[src/rtl/wam_round_ctrl_if.sv]
// Signal bundle between the round sequencer and the rest of the whack-a-mole game:
// button/hit/timer inputs, and timer control, state and scores outputs.
interface wam_round_ctrl_if;
   logic       start_btn;
   logic       hit;
   logic [5:0] time_left;
   logic       timer_enable;
   logic       timer_reset_n;
   logic       moles_enable;
   logic [2:0] state;
   logic [1:0] ready_count;
   logic [6:0] score;
   logic [6:0] high_score;
   logic       game_over;

   modport master (
      output start_btn, hit, time_left,
      input  timer_enable, timer_reset_n, moles_enable, state, ready_count,
             score, high_score, game_over
   );

   modport slave (
      input  start_btn, hit, time_left,
      output timer_enable, timer_reset_n, moles_enable, state, ready_count,
             score, high_score, game_over
   );
endinterface

[src/rtl/wam_round_ctrl.sv]
// Whack-a-mole round sequencer: idle -> get-ready -> play <-> pause -> game-over,
// driving the one-minute counter and tracking current and session-high score.
module wam_round_ctrl #(
   parameter int TICKS_PER_SEC = 50_000_000,
   parameter int READY_SECS    = 3
) (
   input logic              clk,
   input logic              reset,
   wam_round_ctrl_if.slave  bus
);

   typedef enum logic [2:0] {
      IDLE  = 3'd0,
      READY = 3'd1,
      PLAY  = 3'd2,
      PAUSE = 3'd3,
      OVER  = 3'd4
   } state_t;

   localparam int            TW         = (TICKS_PER_SEC > 1) ? $clog2(TICKS_PER_SEC) : 1;
   localparam logic [TW-1:0] TICK_MAX   = TW'(TICKS_PER_SEC - 1);
   localparam logic [1:0]    READY_INIT = 2'(READY_SECS);
   localparam logic [6:0]    SCORE_MAX  = 7'd99;

   state_t        st, st_nxt;
   logic [6:0]    score, score_nxt;
   logic [6:0]    high_score, high_score_nxt;
   logic [1:0]    ready_count, ready_count_nxt;
   logic [TW-1:0] tick, tick_nxt;

   // Synchronizer flops are deliberately left out of reset so the button
   // history survives a mid-round reset unchanged.
   logic [2:0] sync_q;
   logic       start_pulse;

   always_ff @(posedge clk) begin
      sync_q <= {sync_q[1:0], bus.start_btn};
   end

   always_ff @(posedge clk or negedge reset) begin
      if (!reset) start_pulse <= 1'b0;
      else        start_pulse <= sync_q[1] & ~sync_q[2];
   end

   always_ff @(posedge clk or negedge reset) begin
      if (!reset) begin
         st          <= IDLE;
         score       <= '0;
         high_score  <= '0;
         ready_count <= '0;
         tick        <= '0;
      end else begin
         st          <= st_nxt;
         score       <= score_nxt;
         high_score  <= high_score_nxt;
         ready_count <= ready_count_nxt;
         tick        <= tick_nxt;
      end
   end

   always_comb begin
      st_nxt          = st;
      score_nxt       = score;
      high_score_nxt  = high_score;
      ready_count_nxt = ready_count;
      tick_nxt        = tick;
      case (st)
         IDLE: begin
            if (start_pulse) begin
               st_nxt          = READY;
               score_nxt       = '0;
               ready_count_nxt = READY_INIT;
               tick_nxt        = '0;
            end
         end
         READY: begin
            if (tick == TICK_MAX) begin
               tick_nxt = '0;
               if (ready_count == 2'd1) begin
                  st_nxt          = PLAY;
                  ready_count_nxt = '0;
               end else begin
                  ready_count_nxt = ready_count - 2'd1;
               end
            end else begin
               tick_nxt = tick + TW'(1);
            end
         end
         PLAY: begin
            // Timeout beats pause, and both swallow a coincident hit.
            if (bus.time_left == 6'd0) begin
               st_nxt = OVER;
               if (score > high_score) high_score_nxt = score;
            end else if (start_pulse) begin
               st_nxt = PAUSE;
            end else if (bus.hit && score < SCORE_MAX) begin
               score_nxt = score + 7'd1;
            end
         end
         PAUSE: if (start_pulse) st_nxt = PLAY;
         OVER:  if (start_pulse) st_nxt = IDLE;
         default: st_nxt = IDLE;
      endcase
   end

   assign bus.state         = st;
   assign bus.score         = score;
   assign bus.high_score    = high_score;
   assign bus.ready_count   = ready_count;
   assign bus.timer_reset_n = (st == READY) || (st == PLAY) || (st == PAUSE) || (st == OVER);
   assign bus.timer_enable  = (st == PLAY);
   assign bus.moles_enable  = (st == PLAY);
   assign bus.game_over     = (st == OVER);

endmodule

[src/flat_wrapper.sv]
// flat-port wrapper written by rule: the top's interface ports become plain ports
module wam_round_ctrl_flat 
#(
   parameter int TICKS_PER_SEC = 50_000_000,
   parameter int READY_SECS    = 3
)
  (clk, reset, bus_start_btn, bus_hit, bus_time_left, bus_timer_enable, bus_timer_reset_n, bus_moles_enable, bus_state, bus_ready_count, bus_score, bus_high_score, bus_game_over);
  wam_round_ctrl_if bus_i ();
  input logic clk;
  input logic reset;
  input wire logic [$bits(bus_i.start_btn)-1:0] bus_start_btn;
  input wire logic [$bits(bus_i.hit)-1:0] bus_hit;
  input wire logic [$bits(bus_i.time_left)-1:0] bus_time_left;
  output wire logic [$bits(bus_i.timer_enable)-1:0] bus_timer_enable;
  output wire logic [$bits(bus_i.timer_reset_n)-1:0] bus_timer_reset_n;
  output wire logic [$bits(bus_i.moles_enable)-1:0] bus_moles_enable;
  output wire logic [$bits(bus_i.state)-1:0] bus_state;
  output wire logic [$bits(bus_i.ready_count)-1:0] bus_ready_count;
  output wire logic [$bits(bus_i.score)-1:0] bus_score;
  output wire logic [$bits(bus_i.high_score)-1:0] bus_high_score;
  output wire logic [$bits(bus_i.game_over)-1:0] bus_game_over;
  assign bus_i.start_btn = bus_start_btn;
  assign bus_i.hit = bus_hit;
  assign bus_i.time_left = bus_time_left;
  assign bus_timer_enable = bus_i.timer_enable;
  assign bus_timer_reset_n = bus_i.timer_reset_n;
  assign bus_moles_enable = bus_i.moles_enable;
  assign bus_state = bus_i.state;
  assign bus_ready_count = bus_i.ready_count;
  assign bus_score = bus_i.score;
  assign bus_high_score = bus_i.high_score;
  assign bus_game_over = bus_i.game_over;
  wam_round_ctrl #(.TICKS_PER_SEC(TICKS_PER_SEC), .READY_SECS(READY_SECS)) u_core (.clk(clk), .reset(reset), .bus(bus_i));
endmodule
[config.mk]
export PLATFORM = sky130hd
export DESIGN_NAME = wam_round_ctrl_flat
export DESIGN_NICKNAME = d
export VERILOG_FILES = /design/src/rtl/wam_round_ctrl_if.sv /design/src/rtl/wam_round_ctrl.sv /design/src/flat_wrapper.sv
export SDC_FILE = /design/constraint.sdc
export NUM_CORES = 1
export LEC_CHECK = 0
export CORE_MARGIN = 2
export CORE_UTILIZATION = 26
export DETAILED_ROUTE_END_ITERATION = 10
export GPL_TIMING_DRIVEN = 1
export PLACE_DENSITY_LB_ADDON = 0.2
export SETUP_SLACK_MARGIN = 0.2
export SLEW_MARGIN = 40
export SYNTH_ARGS = -nofsm -noshare
export SYNTH_HDL_FRONTEND = slang
export SYNTH_SLANG_ARGS = --single-unit
[constraint.sdc]
create_clock -name clk -period 3 [get_ports clk]
set_input_delay 0.9 -clock clk [delete_from_list [all_inputs] [get_ports clk]]
set_output_delay 0.9 -clock clk [all_outputs]
set_load 0.01 [all_outputs]
==> results of run 1 <==
-- cells by family (layout without fill, tap and decap cells) --
kind of cell    count (synthesis)  count (layout)  share of synthesized area, %
xor+xnor                        4               4                         1.285
fa+ha+maj                      10              10                         4.589
simple gates                  113             113                         22.30
compound gates                 75              75                         18.45
buf+inv                        25              65                         3.809
flops                          49              49                         44.42
mux                            13              13                         5.140
-- synthesized netlist by cell type (7+ instances only) --
library cell   n
a21oi_1       18
a31oi_1       17
dfrtp_1       46
ha_1          10
inv_1         14
mux2_2         7
nand2_1       26
nand3_1       23
nand4_1        7
nor2_1        15
nor3_1         9
o21ai_0       14
-- worst max-delay path: stages, from the launching register on --
cell             delay [ns]
dfrtp_1                0.39
or3b_4                 0.44
inv_4                  0.10
clkdlybuf4s50_1        0.53
-- routing by layer --
metal  share of wire [%]  vias up
met3                 3.0        4
li1                    -     1157
met2                  46       39
met5                   0        -
met1                  50     1119
met4                0.98        0
-- flip-flops by register name (all words and copies together), names as in the netlist --
| signal | count |
|---|---|
| u_core.tick | 26 |
| u_core.bus.high_score | 7 |
| u_core.bus.score | 7 |
| u_core.bus.state | 3 |
| u_core.sync_q | 3 |
| u_core.bus.ready_count | 2 |
| u_core.start_pulse | 1 |
-- worst paths after layout --
check | from | endpoint | slack [ns] | cells past startpoint
max | u_core.bus.state[2]$_DFFE_PN0P_ | bus_timer_enable | 0.34 | 3
max reg2reg | u_core.tick[7]$_DFFE_PN0P_ | u_core.tick[15]$_DFFE_PN0P_ | 0.55 | 6
max in group asynchronous | reset | u_core.tick[8]$_DFFE_PN0P_ | 1.90 | 2
min in group asynchronous | reset | u_core.bus.high_score[1]$_DFFE_PN0P_ | 0.69 | 2
min | u_core.sync_q[0]$_DFF_P_ | u_core.sync_q[1]$_DFF_P_ | 0.34 | 0
min reg2reg | u_core.sync_q[0]$_DFF_P_ | u_core.sync_q[1]$_DFF_P_ | 0.34 | 0
-- power by group through the flow --
stage | Combinational [mW] | Clock [mW] | Sequential, mW
detailed placement | 0.488 | 0 | 0.852
global placement | 0.475 | 0 | 0.849
global route | 0.540 | 0.533 | 0.855
CTS | 0.494 | 0.508 | 0.839
finish | 0.483 | 0.483 | 0.836
floorplan | 0.248 | 0 | 0.852
-- cell type report --
| type | count | area, um^2 | area share [%] |
|---|---|---|---|
| multi-input combinational | 215 | 1414 | 41.90 |
| timing repair buffer | 43 | 409.1 | 12.12 |
| sequential | 49 | 1211 | 35.89 |
| clock inverter | 3 | 46.29 | 1.372 |
| tap | 136 | 170.2 | 5.043 |
| inverter | 14 | 55.05 | 1.631 |
| clock buffer | 5 | 68.82 | 2.039 |
-- what timing repair did --
action	CTS	global route
endpoints found under the hold margin	0	0
gates resized for setup	4	0
endpoints found under the setup margin	2	0
==> impl_metrics.yaml, run 1 <==
status:
  outcome: "complete, no violations"
finish:
  fill_cells: 1045
  final_cell_mix: "46 x dfrtp_1, 30 x clkdlybuf4s50_1, 26 x nand2_1"
  drive_gt1_share_pct: 12.16
  finalNonFillerCells: 465
  diodes: 0
  fin_nets: 348
  final_util_pct: 32.98
  layout_commonest_cell: "dfrtp_1"
  stdcell_area_mm2: 0.003374
  area_delta_synth_final_pct: 23.77
pwr:
  p_clk_share_pct: 26.8
  peakVddDrop_uv: 219.2
  p_sw_mw: 0.5598
  seqPwrFrac_pct: 46.4
  internal_power_mw: 1.243
  p_per_area_mw_per_mm2: 534.2
  p_leak_nw: 1.328
  combPwrFrac_pct: 26.8
  power_mw: 1.803
  p_sw_share_pct: 31.06
drt:
  drt_iter0_drc: 109
  drc: 0
  routed_wl_mm: 6.535
  vias: 2319
  routed_via_density: 4.987
  antenna_left: 0
  first_pass_iters: 6
  avgRoutedWirePerCell_um: 14.05
die:
  start_util_pct: 26.65
  core-area_mm2: 0.01023
  die_x_um: 106.4
  io-pin-count: 33
  rows: 37
  die-height_um: 106.4
  die-area_mm2: 0.01132
synthesis:
  yosys_warnings: 0
  synth-async-reset-ratio_pct: 93.88
  syn_nets: 309
  synth_enable_flop_cells: 0
  yosysUniqueCellTypes: 55
  synth.area.top_cells: "dfrtp_1 42%, ha_1 4.6%, nand3_1 4.2%"
  syn-instance-count: 289
  ys_ff_latch: 49
  syn_area_mm2: 0.002726
  netlist.area_leader.share_pct: 42.22
  synth-main-ff-cell: "dfrtp_1"
  syn_avg_cell_area_um2: 9.434
  ys_seq_area_share_pct: 44.42
  yosysTopAreaCell: "dfrtp_1"
flow_run:
  cap_violations: 0
place:
  dp_slack_ns: 0.1422
  dp_hpwl_mm: 4.649
  dp.cells: 457
  dpl_cell_area_mm2: 0.003256
  io_buffers: 32
  globalplace.congestion: 0.7866
sta:
  slew_viol_final: 0
  fin_ws_ns: 0.3402
  hold_ws_ns: 0.3362
  fmax_ghz: 0.3760
  worst_pin_slew_ns: 0.6662
  post-route-period-util_pct: 88.66
  rsz0062_at_grt: "false"
  min_period_ns: 2.660
  maxSlewHeadroom_pct: 55.32
  setup_viol: 0
  hold_violations: 0
  final.setup_skew_ns: 0.01043
  setup_tns_ns: 0
clocking:
  clock_path_buffers: 2
  cts-htree-levels: 2
  clkLatencyLatePin_ns: 0.30
  cts_tree: "yes"
  cts_buffers: 5
  clkTransAtPathRegs_ns: 0.10
  root_buffer: "clkbuf_8"
  cts_num_sinks: 49
  ctsHoldBuffers: 0
  cts_setup_buffers: 0
global_route:
  grt_pass1_wl_mm: 11.23
  track_usage_pct: 12.24
  top_usage_layer: "met2"
  grt_use_met3_pct: 2.207
  grtUsageMet1_pct: 17.39
  gr-total-overflow: 0
  use_met2_pct: 19.28
  antenna_found_initial: 0
  grt_max_degree: 47
  grt_pass1_vias: 2154
min_path:
  worst_hold_path_type: "reg -> reg"
worst_setup_path:
  cp-end-kind: "primary output"
  worstSetupStartpointType: "register"
  crit_type: "reg -> out"
  required_ns: 2.10
  worstPathMaxFanout: 4
  crit_arrival_ns: 1.76
(Power assumes the default switching activity.)
==> run 2: changes to the inputs <==
- MAX_ROUTING_LAYER: default -> met4
- SKIP_CTS_REPAIR_TIMING: default -> 1
==> run 2 against run 1 <==
  * First-iteration DRC count decreased by 2.8%
  * Sequential power barely moved
  * Clock skew about the same
  * Critical endpoint unchanged
==> impl_metrics.yaml, run 2 (same netlist as run 1, synthesis figures left out) <==
min_path:
  holdPathStages: 0
  min_from: "u_core.sync_q[0]$_DFF_P_"
  worst_hold_path_type: "reg -> reg"
  whs_endpoint: "u_core.sync_q[1]$_DFF_P_"
global_route:
  grt_max_degree: 47
  grt_pass1_wl_mm: 11.17
  grt_pass1_vias: 2144
  gr-total-overflow: 0
  track_usage_pct: 12.53
  antenna_found_initial: 0
die:
  core-area_mm2: 0.01023
  io-pin-count: 33
  start_util_pct: 26.65
  rows: 37
  die-height_um: 106.4
  die_x_um: 106.4
  die-area_mm2: 0.01132
finish:
  fin_nets: 348
  area_delta_synth_final_pct: 23.91
  drive_gt1_share_pct: 12.16
  reg_top3: "u_core.tick (26), u_core.bus.high_score (7), u_core.bus.score (7)"
  diodes: 0
  largest_register_ffs: 26
  stdcell_area_mm2: 0.003378
  final_cell_mix: "46 x dfrtp_1, 30 x clkdlybuf4s50_1, 26 x nand2_1"
  regMostFlops: "u_core.tick"
  layout_commonest_cell: "dfrtp_1"
  fill_cells: 1043
drt:
  routed_via_density: 4.978
  drc: 0
  vias: 2315
  first_pass_iters: 4
  drt_iter0_drc: 106
  avgRoutedWirePerCell_um: 14.14
  antenna_left: 0
  routed_wl_mm: 6.575
sta:
  slew_viol_final: 0
  fin_ws_ns: 0.3414
  maxSlewHeadroom_pct: 55.32
  setup_tns_ns: 0
  hold_violations: 0
  post-route-period-util_pct: 88.62
  fmax_ghz: 0.3761
  worst_pin_slew_ns: 0.6662
  final.setup_skew_ns: 0.01093
  rsz0062_at_grt: "false"
  setup_viol: 0
  min_period_ns: 2.659
worst_setup_path:
  worstRegToRegCells: 6
  worstPathMaxFanout: 4
  cp-end-kind: "primary output"
  crit_type: "reg -> out"
  worstSetupStartpointType: "register"
  crit_arrival_ns: 1.76
  required_ns: 2.10
  r2r_end: "u_core.tick[15]$_DFFE_PN0P_"
  r2r_start: "u_core.tick[7]$_DFFE_PN0P_"
  rrSetupSlack_ns: 0.58
place:
  dpl_cell_area_mm2: 0.003256
  dp_slack_ns: 0.1422
  globalplace.congestion: 0.7976
  io_buffers: 32
  dp_hpwl_mm: 4.649
pwr:
  peakVddDrop_uv: 219.2
  p_per_area_mw_per_mm2: 534.2
  p_leak_nw: 1.335
clocking:
  clock_path_buffers: 2
  clkLatencyLatePin_ns: 0.30
  cts_buffers: 5
  clkTransAtPathRegs_ns: 0.10
  root_buffer: "clkbuf_8"
  cts_tree: "yes"
  cts-htree-levels: 2
  cts_num_sinks: 49
flow_run:
  cap_violations: 0
status:
  outcome: "complete, no violations"
==> run 2: cell types whose count changed in the layout (fill, tap and decap cells not counted), sizes merged <==
cell          previous run  this run
dlygate4sd2              1         0
dlymetal6s2s             0         1
==> run 2: through the flow <==
step | hold WS (ns) | utilization [%] | instances | total power [mW]
6_report | 0.3363 | 33.02 | 465 | 1.805
2_1_floorplan | 0.3096 | - | 289 | 1.099
3_5_place_dp | 0.3136 | 31.82 | 457 | 1.340
3_3_place_gp | 0.3110 | 31.82 | 457 | 1.324
4_1_cts | 0.3394 | 32.95 | 465 | 1.837
5_1_grt | 0.3572 | 33.02 | 465 | 1.929
==> run 2: per-layer routing <==
metal / vias to the layer above / track usage [%] / share of wire, %
li1: 1159 / - / -
met1: 1109 / 17.24 / 49
met2: 43 / 19.28 / 47
met3: 4 / 2.207 / 3.2
met4: 0 / 2.914 / 0.99
met5: - / - / 0
==> run 2: area by class of cell <==
class	count	area, um^2	area share [%]
clock buffer	5	68.82	2.037
clock inverter	3	46.29	1.370
inverter	14	55.05	1.630
multi-input combinational	215	1414	41.85
sequential	49	1211	35.85
tap	136	170.2	5.037
timing repair buffer	43	412.9	12.22
==> run 2: critical path: stages, from the launching register on <==
cell             delay [ns]
dfrtp_1                0.39
or3b_4                 0.44
inv_4                  0.10
clkdlybuf4s50_1        0.53
==> run 2: worst max path at each step <==
stage | slack, ns | from | depth (start not counted) | to
2_1_floorplan | 0.71 | bus_time_left[5] | 5 | u_core.bus.high_score[0]$_DFFE_PN0P_
3_3_place_gp | 0.19 | bus_time_left[1] | 7 | u_core.bus.score[5]$_DFFE_PN0P_
3_5_place_dp | 0.14 | bus_time_left[5] | 7 | u_core.bus.score[5]$_DFFE_PN0P_
4_1_cts | 0.09 | u_core.bus.state[2]$_DFFE_PN0P_ | 3 | bus_moles_enable
5_1_grt | 0.24 | bus_time_left[4] | 7 | u_core.bus.score[5]$_DFFE_PN0P_
6_report | 0.34 | u_core.bus.state[2]$_DFFE_PN0P_ | 3 | bus_timer_enable
==> run 2: where the power goes <==
group          total [mW]  switching (mW)  internal (mW)
logic               0.484           0.222          0.262
clock network       0.483           0.233          0.250
registers           0.838           0.105          0.733
==> run 3: changes to the inputs <==
- CORE_UTILIZATION: 26 -> 42
==> run 3 against run 2 <==
  * Non-clock buffer count down 1
  * Clock power shrank 20%
  * Via count is 0.78% higher
  * Worst setup slack improved by 0.017 ns
  * Worst hold slack better by 0.0061 ns
  * Global-route usage is 6.6 points higher
  * Critical path type unchanged
  * Largest cell class unchanged
  * Largest power group unchanged
  * Highest routed layer unchanged
==> impl_metrics.yaml, run 3 (same netlist as run 1, synthesis figures left out) <==
worst_setup_path:
  crit_type: "reg -> out"
  r2r_end: "u_core.bus.ready_count[0]$_DFFE_PN0P_"
  worstRegToRegCells: 5
  r2r_start: "u_core.tick[7]$_DFFE_PN0P_"
  crit_arrival_ns: 1.74
  cp-end-kind: "primary output"
  crit_start: "u_core.bus.state[2]$_DFFE_PN0P_"
  worstSetupStartpointType: "register"
  worstPathMaxFanout: 4
  rrSetupSlack_ns: 0.59
  required_ns: 2.10
status:
  outcome: "complete, no violations"
place:
  dp_slack_ns: -0.008443
  dp.cells: 397
  dp_hpwl_mm: 4.527
  globalplace.congestion: 0.8062
  io_buffers: 32
min_path:
  whs_endpoint: "u_core.sync_q[1]$_DFF_P_"
  holdPathStages: 0
  min_from: "u_core.sync_q[0]$_DFF_P_"
  worst_hold_path_type: "reg -> reg"
finish:
  layout_commonest_cell: "dfrtp_1"
  seq_area_mm2: 0.001211
  final_util_pct: 51.59
  diodes: 0
  drive_gt1_share_pct: 11.62
  finalNonFillerCells: 404
  final_cell_mix: "46 x dfrtp_1, 31 x clkdlybuf4s50_1, 26 x nand2_1"
  largest_register_ffs: 26
  regMostFlops: "u_core.tick"
  fill_cells: 600
  multi_input_comb_area_mm2: 0.001420
  reg_top3: "u_core.tick (26), u_core.bus.high_score (7), u_core.bus.score (7)"
  area_delta_synth_final_pct: 19.46
  fin_nets: 347
sta:
  fmax_ghz: 0.3785
  maxSlewHeadroom_pct: 51.93
  post-route-period-util_pct: 88.06
  rsz0062_at_grt: "false"
  worst_pin_slew_ns: 0.7185
  setup_viol: 0
  hold_violations: 0
  fin_ws_ns: 0.3582
  min_period_ns: 2.642
  slew_viol_final: 0
  final.setup_skew_ns: 0.004791
clocking:
  cts_num_sinks: 49
  cts-htree-levels: 2
  cts_tree: "yes"
  cts_buffers: 5
  clock_path_buffers: 2
  clkTransAtPathRegs_ns: 0.08
  clkLatencyLatePin_ns: 0.30
  root_buffer: "clkbuf_8"
pwr:
  internal_power_mw: 1.176
  p_clk_share_pct: 22.7
  combPwrFrac_pct: 28.1
  peakVddDrop_uv: 253.4
  p_leak_nw: 1.309
  p_sw_mw: 0.5320
  p_per_area_mw_per_mm2: 524.3
  power_mw: 1.708
  seqPwrFrac_pct: 49.2
  p_sw_share_pct: 31.15
drt:
  drt_iter0_drc: 174
  first_pass_iters: 4
  routed_via_density: 5.775
  routed_wl_mm: 6.072
  drc: 0
  avgRoutedWirePerCell_um: 15.03
  antenna_left: 0
  vias: 2333
flow_run:
  cap_violations: 0
die:
  start_util_pct: 43.18
  die-height_um: 84.57
  core-area_mm2: 0.006314
  die-area_mm2: 0.007152
  rows: 29
  io-pin-count: 33
  die_x_um: 84.57
global_route:
  track_usage_pct: 19.08
  grt_pass1_vias: 2247
  antenna_found_initial: 0
  grt_pass1_wl_mm: 10.81
  gr-total-overflow: 0
  grt_max_degree: 19
run 3: changes by cell type in the layout (fill, tap and decap cells not counted), sizes merged:
cell           change
clkbuf             +2
buf                -1
bufinv             -1
clkdlybuf4s50      +1
clkinv             -1
clkinvlp           -1
dlymetal6s2s       -1
run 3: cell type report:
cell class / instances / share of cell area, %
Inverter: 14 / 1.614
Sequential cell: 49 / 37.19
Multi-Input combinational cell: 215 / 43.60
Tap cell: 77 / 2.958
Clock buffer: 7 / 2.651
Timing Repair Buffer: 42 / 11.99
run 3: routing by layer:
layer | global-route usage (%) | vias to the layer above | routed length (um)
met1 | 27.39 | 1140 | 3080
met3 | 3.540 | 6 | 169
li1 | - | 1150 | -
met4 | 4.329 | 0 | 60
met2 | 28.20 | 37 | 2762
met5 | - | - | 0
run 3: worst max-delay path, cell delays in order, from the launching register on:
cell	delay, ns
dfrtp_1	0.38
or3b_4	0.43
inv_2	0.10
clkdlybuf4s50_1	0.53
run 3: per-stage QoR:
stage / hold WS (ns) / cell area, um^2 / setup TNS, ns
2_1_floorplan: 0.3096 / 2726 / 0
3_3_place_gp: 0.3288 / 3162 / 0
3_5_place_dp: 0.3150 / 3162 / -0.01617
4_1_cts: 0.3410 / 3248 / 0
5_1_grt: 0.3517 / 3257 / 0
6_report: 0.3424 / 3257 / 0
run 3: worst max-delay path by stage:
stage / end / cells past startpoint
global route: u_core.bus.high_score[6]$_DFFE_PN0P_ / 6
finish: bus_moles_enable / 3
floorplan: u_core.bus.high_score[0]$_DFFE_PN0P_ / 5
detailed placement: u_core.bus.high_score[6]$_DFFE_PN0P_ / 6
CTS: bus_moles_enable / 3
global placement: u_core.bus.high_score[5]$_DFFE_PN0P_ / 6
run 3: power groups by stage:
stage	Clock [mW]	Combinational (mW)	Sequential (mW)
3_5_place_dp	0	0.481	0.854
5_1_grt	0.437	0.542	0.856
4_1_cts	0.399	0.483	0.841
2_1_floorplan	0	0.248	0.852
6_report	0.388	0.479	0.841
3_3_place_gp	0	0.471	0.852
